===== src/rtl/synth_voice_mixer.sv =====
// Per-voice gain, frame accumulation, scale/saturate and output FIFO for the synth core.
// Optional register readback mux enabled by defining SYNTH_MIXER_READBACK_EN.
module synth_voice_mixer #(
    parameter int unsigned NUM_VOICES = 16,
    parameter int unsigned SUB_W      = 16,
    parameter int unsigned OUT_W      = 16,
    parameter int unsigned OUT_SHIFT  = 4,
    parameter int unsigned FIFO_DEPTH = 4
) (
    input  logic                          i_Clock,
    input  logic                          i_Reset,
    input  logic signed [SUB_W-1:0]       i_Subsample,
    input  logic [$clog2(NUM_VOICES)-1:0] i_SubsampleVoice,
    input  logic                          i_SubsampleValid,
    input  logic                          i_FrameEnd,
    input  logic [15:0]                   i_RegisterNumber,
    input  logic [15:0]                   i_RegisterValue,
    input  logic                          i_RegisterWriteEnable,
    output logic signed [OUT_W-1:0]       o_Sample,
    output logic                          o_SampleValid,
    input  logic                          i_SampleReady,
    output logic                          o_Clipped,
    output logic                          o_Overflow,
    output logic [15:0]                   o_RegisterReadData
);

    localparam int unsigned VW     = $clog2(NUM_VOICES);
    localparam int unsigned NG     = 1 << VW;
    localparam int unsigned PROD_W = SUB_W + 1;
    localparam int unsigned MULT_W = SUB_W + 10;
    localparam int unsigned ACC_W  = SUB_W + VW + 1;
    localparam int unsigned CMP_W  = (ACC_W > OUT_W) ? ACC_W : OUT_W;
    localparam int unsigned AW     = $clog2(FIFO_DEPTH);
    localparam int unsigned CW     = AW + 1;
    localparam logic [8:0]  UNITY  = 9'd256;
    localparam logic signed [CMP_W-1:0] SAT_MAX = CMP_W'((64'sd1 <<< (OUT_W - 1)) - 64'sd1);
    localparam logic signed [CMP_W-1:0] SAT_MIN = ~SAT_MAX;

    // Register write decode
    logic           gain_we;
    logic           ctrl_we;
    logic           clr_we;
    logic [VW-1:0]  gain_idx;
    logic [8:0]     gain_val;

    assign gain_we  = i_RegisterWriteEnable && (i_RegisterNumber[15:8] == 8'h00)
                      && (32'(i_RegisterNumber[7:0]) < NUM_VOICES);
    assign ctrl_we  = i_RegisterWriteEnable && (i_RegisterNumber == 16'h0100);
    assign clr_we   = i_RegisterWriteEnable && (i_RegisterNumber == 16'h0101);
    assign gain_idx = i_RegisterNumber[VW-1:0];
    assign gain_val = (i_RegisterValue[8:0] > UNITY) ? UNITY : i_RegisterValue[8:0];

    logic unused_reg_bits;
    assign unused_reg_bits = ^i_RegisterValue[15:9];

    // Gain table is padded to a power of two so any voice index is in range
    logic [8:0] gain [NG];
    logic       mute;

    always_ff @(posedge i_Clock) begin
        if (i_Reset) begin
            for (int unsigned i = 0; i < NG; i++) gain[i] <= UNITY;
            mute <= 1'b0;
        end else begin
            if (gain_we) gain[gain_idx] <= gain_val;
            if (ctrl_we) mute <= i_RegisterValue[0];
        end
    end

    // S1: gain multiply
    logic signed [MULT_W-1:0] mult;
    logic signed [PROD_W-1:0] s1_prod;
    logic                     s1_valid;
    logic                     s1_fe;

    assign mult = MULT_W'(i_Subsample) * MULT_W'($signed({1'b0, gain[i_SubsampleVoice]}));

    always_ff @(posedge i_Clock) begin
        if (i_Reset) begin
            s1_prod  <= '0;
            s1_valid <= 1'b0;
            s1_fe    <= 1'b0;
        end else begin
            s1_prod  <= PROD_W'(mult >>> 8);
            s1_valid <= i_SubsampleValid;
            s1_fe    <= i_SubsampleValid && i_FrameEnd;
        end
    end

    // S2: accumulate, close frame, scale and saturate
    logic signed [ACC_W-1:0] acc;
    logic signed [ACC_W-1:0] sum;
    logic signed [CMP_W-1:0] scaled;
    logic signed [OUT_W-1:0] sat;
    logic                    sat_hit;
    logic signed [OUT_W-1:0] s2_sample;
    logic                    s2_push;

    always_comb begin
        sum     = acc + ACC_W'(s1_prod);
        scaled  = CMP_W'(sum >>> OUT_SHIFT);
        sat     = OUT_W'(scaled);
        sat_hit = 1'b0;
        if (scaled > SAT_MAX) begin
            sat     = OUT_W'(SAT_MAX);
            sat_hit = 1'b1;
        end else if (scaled < SAT_MIN) begin
            sat     = OUT_W'(SAT_MIN);
            sat_hit = 1'b1;
        end
    end

    always_ff @(posedge i_Clock) begin
        if (i_Reset) begin
            acc       <= '0;
            s2_sample <= '0;
            s2_push   <= 1'b0;
            o_Clipped <= 1'b0;
        end else begin
            s2_push <= s1_fe;
            if (s1_valid) begin
                if (s1_fe) begin
                    acc       <= '0;
                    s2_sample <= mute ? '0 : sat;
                end else begin
                    acc <= sum;
                end
            end
            o_Clipped <= (o_Clipped && !(clr_we && i_RegisterValue[0]))
                         || (s1_fe && !mute && sat_hit);
        end
    end

    // Output FIFO; a push into a full FIFO survives only if the head pops at the same edge
    logic signed [OUT_W-1:0] mem [FIFO_DEPTH];
    logic [AW-1:0]           rd_ptr;
    logic [AW-1:0]           wr_ptr;
    logic [CW-1:0]           count;
    logic [CW-1:0]           count_nxt;
    logic                    pop;
    logic                    full;
    logic                    push_ok;
    logic                    drop;

    assign pop       = o_SampleValid && i_SampleReady;
    assign full      = (count == CW'(FIFO_DEPTH));
    assign push_ok   = s2_push && (!full || pop);
    assign drop      = s2_push && full && !pop;
    assign count_nxt = count + CW'(push_ok) - CW'(pop);
    assign o_Sample  = mem[rd_ptr];

    always_ff @(posedge i_Clock) begin
        if (i_Reset) begin
            for (int unsigned i = 0; i < FIFO_DEPTH; i++) mem[i] <= '0;
            rd_ptr        <= '0;
            wr_ptr        <= '0;
            count         <= '0;
            o_SampleValid <= 1'b0;
            o_Overflow    <= 1'b0;
        end else begin
            if (push_ok) begin
                mem[wr_ptr] <= s2_sample;
                wr_ptr      <= wr_ptr + AW'(1);
            end
            if (pop) rd_ptr <= rd_ptr + AW'(1);
            count         <= count_nxt;
            o_SampleValid <= (count_nxt != '0);
            o_Overflow    <= (o_Overflow && !(clr_we && i_RegisterValue[1])) || drop;
        end
    end

`ifdef SYNTH_MIXER_READBACK_EN
    // Registered read mux, one cycle behind the address
    logic [15:0] rd_nxt;

    always_comb begin
        rd_nxt = '0;
        if ((i_RegisterNumber[15:8] == 8'h00) && (32'(i_RegisterNumber[7:0]) < NUM_VOICES))
            rd_nxt = 16'(gain[i_RegisterNumber[VW-1:0]]);
        else if (i_RegisterNumber == 16'h0100)
            rd_nxt = {15'b0, mute};
        else if (i_RegisterNumber == 16'h0101)
            rd_nxt = {14'b0, o_Overflow, o_Clipped};
    end

    always_ff @(posedge i_Clock) begin
        if (i_Reset) o_RegisterReadData <= '0;
        else         o_RegisterReadData <= rd_nxt;
    end
`else
    assign o_RegisterReadData = '0;
`endif

endmodule

===== config.mk =====
export PLATFORM = sky130hd
export DESIGN_NAME = synth_voice_mixer
export DESIGN_NICKNAME = d
export VERILOG_FILES = /design/src/rtl/synth_voice_mixer.sv
export SDC_FILE = /design/constraint.sdc
export NUM_CORES = 1
export LEC_CHECK = 0
export BUFFER_PORTS_ARGS = -buffer_cell sky130_fd_sc_hd__buf_2
export CAP_MARGIN = 20
export CORE_ASPECT_RATIO = 2
export CORE_UTILIZATION = 50
export DETAILED_ROUTE_END_ITERATION = 16
export PLACE_DENSITY = 0.7
export SYNTH_ARGS = -nofsm -noshare
export SYNTH_HDL_FRONTEND = slang
export SYNTH_SLANG_ARGS = --single-unit

===== constraint.sdc =====
create_clock -name i_Clock -period 7.5 [get_ports i_Clock]
set_clock_uncertainty 0.05 [all_clocks]
set_input_delay 0.375 -clock i_Clock [delete_from_list [all_inputs] [get_ports i_Clock]]
set_output_delay 0.375 -clock i_Clock [all_outputs]
set_load 0.05 [all_outputs]

# ---- Yosys cells after proc, flatten, opt, wreduce, memory -nomap -nowiden
# Memories as Yosys holds them, arrays and structs flattened. A register that Yosys moved wholly into a read port is not among the register bits.
# Cells that the tools add are included.
dict set report op_classes {
  multipliers 1
  n_reduce_logical 28
  magnitude_cmp 4
  n_addsub 5
  muxes 23
  n_eq_ne 3
}
# cell count
set op_table {}
lappend op_table {{2-to-1 mux 16 bit} 4}
lappend op_table {{== test 16 x 9 -> 1 bit, second input constant} 2}
lappend op_table {{multiplier 16 x 10 -> 25 bit} 1}
lappend op_table {{adder 21 x 17 -> 21 bit} 1}
lappend op_table {{2-to-1 mux 21 bit} 1}
lappend op_table {{2-to-1 mux 9 bit} 2}
lappend op_table {{greater-than comparator 17 x 16 -> 1 bit, second input constant} 1}
lappend op_table {{less-than comparator 17 x 16 -> 1 bit, second input constant} 1}
lappend op_table {{OR reduction 16 bit} 1}
lappend op_table {{logical AND 1 bit} 15}
lappend op_table {{2-to-1 mux 1 bit} 12}
lappend op_table {{greater-than comparator 9 bit, second input constant} 1}
lappend op_table {{OR reduction 9 bit} 1}
lappend op_table {{zero test 8 bit} 1}
lappend op_table {{less-than comparator 8 x 5 -> 1 bit, second input constant} 1}
lappend op_table {{2-to-1 mux 2 bit} 3}
lappend op_table {{zero test 1 bit} 5}
lappend op_table {{adder 2 x 1 -> 2 bit, second input constant} 2}
lappend op_table {{2-to-1 mux 4 bit} 1}
lappend op_table {{adder 3 x 1 -> 3 bit} 1}
lappend op_table {{== test 3 bit, second input constant} 1}
lappend op_table {{logical OR 1 bit} 3}
lappend op_table {{nonzero test 3 bit} 1}
lappend op_table {{subtractor 3 x 1 -> 3 bit} 1}
lappend op_table {{AND reduction 2 bit} 1}
dict set report word_totals {
  word_cells 79
  memories 2
  ramBits 208
  in_bits 58
  out_inout_bits 35
  ff_bits 68
}
# name words width rd rd_ports_with_merged_regs write_ports line_no
set memory_table {}
lappend memory_table {gain 16 9 1 0 16 57} ;# logic [8:0] gain [NG];
lappend memory_table {mem 4 16 1 1 4 135} ;# logic signed [OUT_W-1:0] mem [FIFO_DEPTH];

# ---- Depth between registers and ports, before layout
dict set report logic_depth {
  word_depth 9
  depth_mapped 27
}

# ---- Worst setup path after synthesis
# No wires, ideal clock.
dict set report synth_timing {
  path_type {input to register}
  start {input port i_SubsampleVoice[0]}
  end {register s1_prod[16]}
  setup_ps 120
  path_stages 24
  arrival_ps 7068
  slack_ps 263
  path_cell_list {clkbuf_1 -> buf_2 -> buf_2 -> mux4_2 -> mux4_2 -> and2_1 -> fa_1 -> fa_1 -> inv_1 -> fa_1 -> inv_1 -> fa_1 -> inv_1 -> fa_1 -> inv_1 -> ha_1 -> nand2_1 -> nand2_1 -> a21o_1 -> a221o_1 -> a221o_2 -> a41oi_4 -> o21ai_2 -> a211o_1}
}
dict set report synth_via {
  elab_chain_len 2
}
# element line_no
set synth_rtl {}
lappend synth_rtl {{start, declared} 13} ;# input logic [$clog2(NUM_VOICES)-1:0] i_SubsampleVoice,
lappend synth_rtl {{memory read (16 x 9 bit)} --}
lappend synth_rtl {{multiplier 16 x 10 -> 25 bit} 76} ;# assign mult = MULT_W'(i_Subsample) * MULT_W'($signed({1'b0, gain[i_SubsampleVoice]}));
lappend synth_rtl {{end signal, assigned} 84} ;# s1_prod <= PROD_W'(mult >>> 8);
lappend synth_rtl {{end, declared} 72} ;# logic signed [PROD_W-1:0] s1_prod;
# No other way between the ends.
# A chain may end at the register's enable or synchronous reset.

# ---- Worst setup path in the final report
dict set report layout_timing {
  start {memory gain[7][6]}
  end {register s1_prod[16]}
}
dict set report layout_via {
  elab_chain_len 2
}
# element line_no
set layout_rtl {}
lappend layout_rtl {{start, declared} 57}
lappend layout_rtl {{memory read (16 x 9 bit)} --}
lappend layout_rtl {{multiplier 16 x 10 -> 25 bit} 76}
# No other way between the ends.

==> metrics.md <==
| Metric | Value |
|---|---|
| Status | `completed` |
| Period minus WS final | `6.656 ns` |
| Ports | `93` |
| RR Endpoint | `s1_prod[16]` |
| Syn_area_per_cell | `10.78 sq um` |
| CTS Buffer Depth | `3` |
| Final-report hold violation count | `0` |
| Setup CP Type | `reg2reg` |
| Worst-Margin Slew | `0.9951 ns` |
| Initial Utilization | `0.5072` |
| Residual DRC | `0` |
| Root buf cell | `clkbuf_16` |
| First-pass GRT wire length | `70030 um` |
| Syn-to-layout area delta | `9.020%` |
| CTS Buf Count | `26` |
| Most frequent cells in the layout | `nor2_1 (210), edfxtp_1 (208), inv_1 (181)` |
| Hold path endpoint | `s1_valid` |
| CTS tree | `done` |
| Layout fillers | `3092` |
| Fraction of layout cells with a size suffix above 1 | `0.1252` |
| CP endpoint kind | `flip-flop` |
| Distinct cells, synth | `65` |
| Total GRT Usage | `0.2513` |
| Post-synth ARST share | `0` |
| Netlist Area Pre-Place | `18160 sq um` |
| H-tree level count | `1` |
| PwrDens | `454.8 nW/um^2` |
| 1st-pass router iterations | `7` |
| FF-to-FF Start | `gain[7][6]` |
| Post-synthesis cell count | `1685` |
| Routability congestion estimate | `0.9198` |
| Clk sink count | `278` |
| Slowest-stage cell, CP | `mux4_2` |
| Post-synth EDFFs | `208` |
| CTS Hold Bufs | `1` |
| PortBufs | `69` |
| Vias | `12390` |
| # rows | `98` |
| Total gr overflow | `0` |
| Setup bufs post-CTS | `0` |
| CTS clk-pin slew, worst paths | `0.07 ns` |
| Number of global-route vias before repair | `13710` |
| R2R cell count | `19` |
| Slew Viols, Final | `0` |
| Worst hold path depth | `2` |
| Synth Flop Type | `edfxtp_1` |
| DIE AREA | `37130 sq um` |
| Worst min-delay path category | `in2reg` |
| Nets | `1983` |
| Unrepaired setup endpoints after global routing | `false` |
| Post-route antenna net violation count | `0` |
| Initial antenna violation count | `7` |
| CP Max Fanout | `6` |
| Buf+Inv Stages, Crit Path | `4` |
| CP peak stage delay | `0.55 ns` |
| Setup tns final | `0 ns` |
| Most common cell after layout, fill and taps aside | `nor2_1` |
| Core Footprint | `35800 sq um` |
| Pre-CTS setup slack | `0.2428 ns` |
| Drt wl/cell | `20.11 um` |
| Tot Pwr | `0.009004 W` |
| Critical Path, Cell by Cell | `mux4_2, mux4_2, and2_1, fa_1, inv_1, fa_1, inv_1, fa_1, fa_1, inv_1, fa_1, inv_1, ha_1, a21o_1, a221o_1, a221o_2, a41oi_4, o21ai_2, a211o_1` |
| Die W | `136.8 um` |
| Vias/cell | `5.627` |
| Total Wirelength | `44280 um` |
| Setup Viol. Count Final | `0` |
| Worst vdd ir | `314.0 uV` |
| Pleak | `8.303 nW` |
| Synthesis-stage register bit count | `278` |
| Crit path launch type | `flip-flop` |
| Fmax | `150.2 MHz` |
| WP data arrival | `7.07 ns` |
| CP delay by family, top | `adder cells` |
| Largest net degree at the start of global routing | `60` |
| Max Cap Violations | `0` |
| DP HPWL | `35640 um` |
| Post_cts resized | `0` |
| R2R setup slack | `0.84 ns` |
| Yosys warnings | `0` |
| Die Height | `271.5 um` |
| Post-route setup slack | `0.8436 ns` |
| Required @ worst endpoint | `7.91 ns` |
| Worst skew pair latency | `0.57 ns` |
| Fin util | `0.5529` |
| Iter 0 DRT Violations | `645` |
| Period utilisation layout | `0.8875` |
| Relative slew slack | `0.3336` |
| Register area share after synthesis | `0.4211` |
| Critical path's most frequent cell | `fa_1` |
| Worst hold start | `i_SubsampleValid` |
==> sequential cells by signal (all words and copies together) (netlist names), named ones only <==
register	flops
gain	144
s2_sample	16
s1_fe	1
acc	21
s2_push	1
s1_valid	1
o_Clipped	1
o_Overflow	1
rd_ptr	2
s1_prod	17
mem	64
o_SampleValid	1
wr_ptr	2
count	3
mute	1
==> layout make-up <==
| type | instances | area, sq um | area share |
|---|---|---|---|
| diodes | 3 | 7.507 | 0.0003792 |
| clock buffers | 36 | 698.2 | 0.03527 |
| clock inverters | 10 | 120.1 | 0.006067 |
| inverters | 181 | 679.4 | 0.03432 |
| multi-input cells | 1142 | 9449 | 0.4773 |
| flip-flops and latches | 278 | 7647 | 0.3863 |
| well taps | 450 | 563.0 | 0.02844 |
| repair buffers | 102 | 631.9 | 0.03192 |
==> report_power, final <==
part           total (W)  leakage, nW  internal, W  switching [W]
Clock            0.00130        0.395     0.000722       0.000581
Combinational    0.00582         5.30      0.00240        0.00342
Sequential       0.00188         2.61      0.00181      0.0000673
Total            0.00900         8.30      0.00493        0.00407
==> cells in the mapped netlist, drive strengths merged, types with 3 or more instances <==
cell    instances  area share
o21bai          7      0.0029
or3             5      0.0017
nand3          23      0.0063
nand4          17      0.0059
dfxtp          70       0.077
mux2            6      0.0037
ha             74       0.051
a21o           25       0.010
o211ai          4      0.0017
buf            34       0.011
a22oi           4      0.0017
and2          117       0.040
o31a            3      0.0014
nor2          210       0.043
a21oi          73       0.020
mux2i           8      0.0044
nand2b         34       0.012
a211oi          4      0.0017
o21ai          36       0.010
mux4           56       0.069
a41oi           3      0.0025
fa            120        0.13
o31ai           4      0.0017
xnor2          27       0.013
and3            4      0.0014
nor3b           5      0.0021
nand2         143       0.030
nor4b           4      0.0019
nor4            6      0.0021
a31oi           5      0.0017
o21a            4      0.0017
clkbuf         65       0.013
or2            14      0.0048
inv           181       0.037
xor2           15      0.0072
nor3           11      0.0030
nor2b          28      0.0096
nand4b          3      0.0014
edfxtp        208        0.34
==> routing by layer <==
metal | GRT usage | vias to the layer above | part of all wire
met1 | 0.2075 | 6106 | 0.29
met3 | 0.03063 | 174 | 0.039
met5 | 0 | - | 0.00086
met4 | 0.1883 | 6 | 0.081
met2 | 0.5094 | 360 | 0.59
li1 | - | 5745 | -
==> worst max-delay path by stage <==
stage                        startpoint     endpoint  slack, ns  depth (start not counted)
finish                       gain[7][6]  s1_prod[16]       0.84                         19
global route        i_SubsampleVoice[1]   s1_prod[7]       0.63                         25
CTS                          gain[6][6]  s1_prod[16]       0.83                         19
detailed placement  i_SubsampleVoice[1]  s1_prod[16]       0.24                         21
global placement    i_SubsampleVoice[1]  s1_prod[16]       0.30                         24
floorplan           i_SubsampleVoice[0]  s1_prod[16]       0.26                         24
==> kinds of logic after synthesis <==
kind of cell | share of synthesized area
simple gates | 0.1690
buf+inv | 0.06208
flops | 0.4211
fa+ha+maj | 0.1833
compound gates | 0.06525
mux | 0.07759
xor+xnor | 0.02150
other cells | 0.0002065
==> per-stage QoR <==
stage                     std cells  cell area, sq um  hold WS (ns)
after floorplan                1700             18220        0.3885
after global placement         2149             18910        0.3997
after detailed placement       2150             18930        0.4096
after CTS                      2197             19750       0.01428
after global routing           2200             19790       0.03259
final                          2202             19800       0.04308
(Power assumes the default switching activity.)
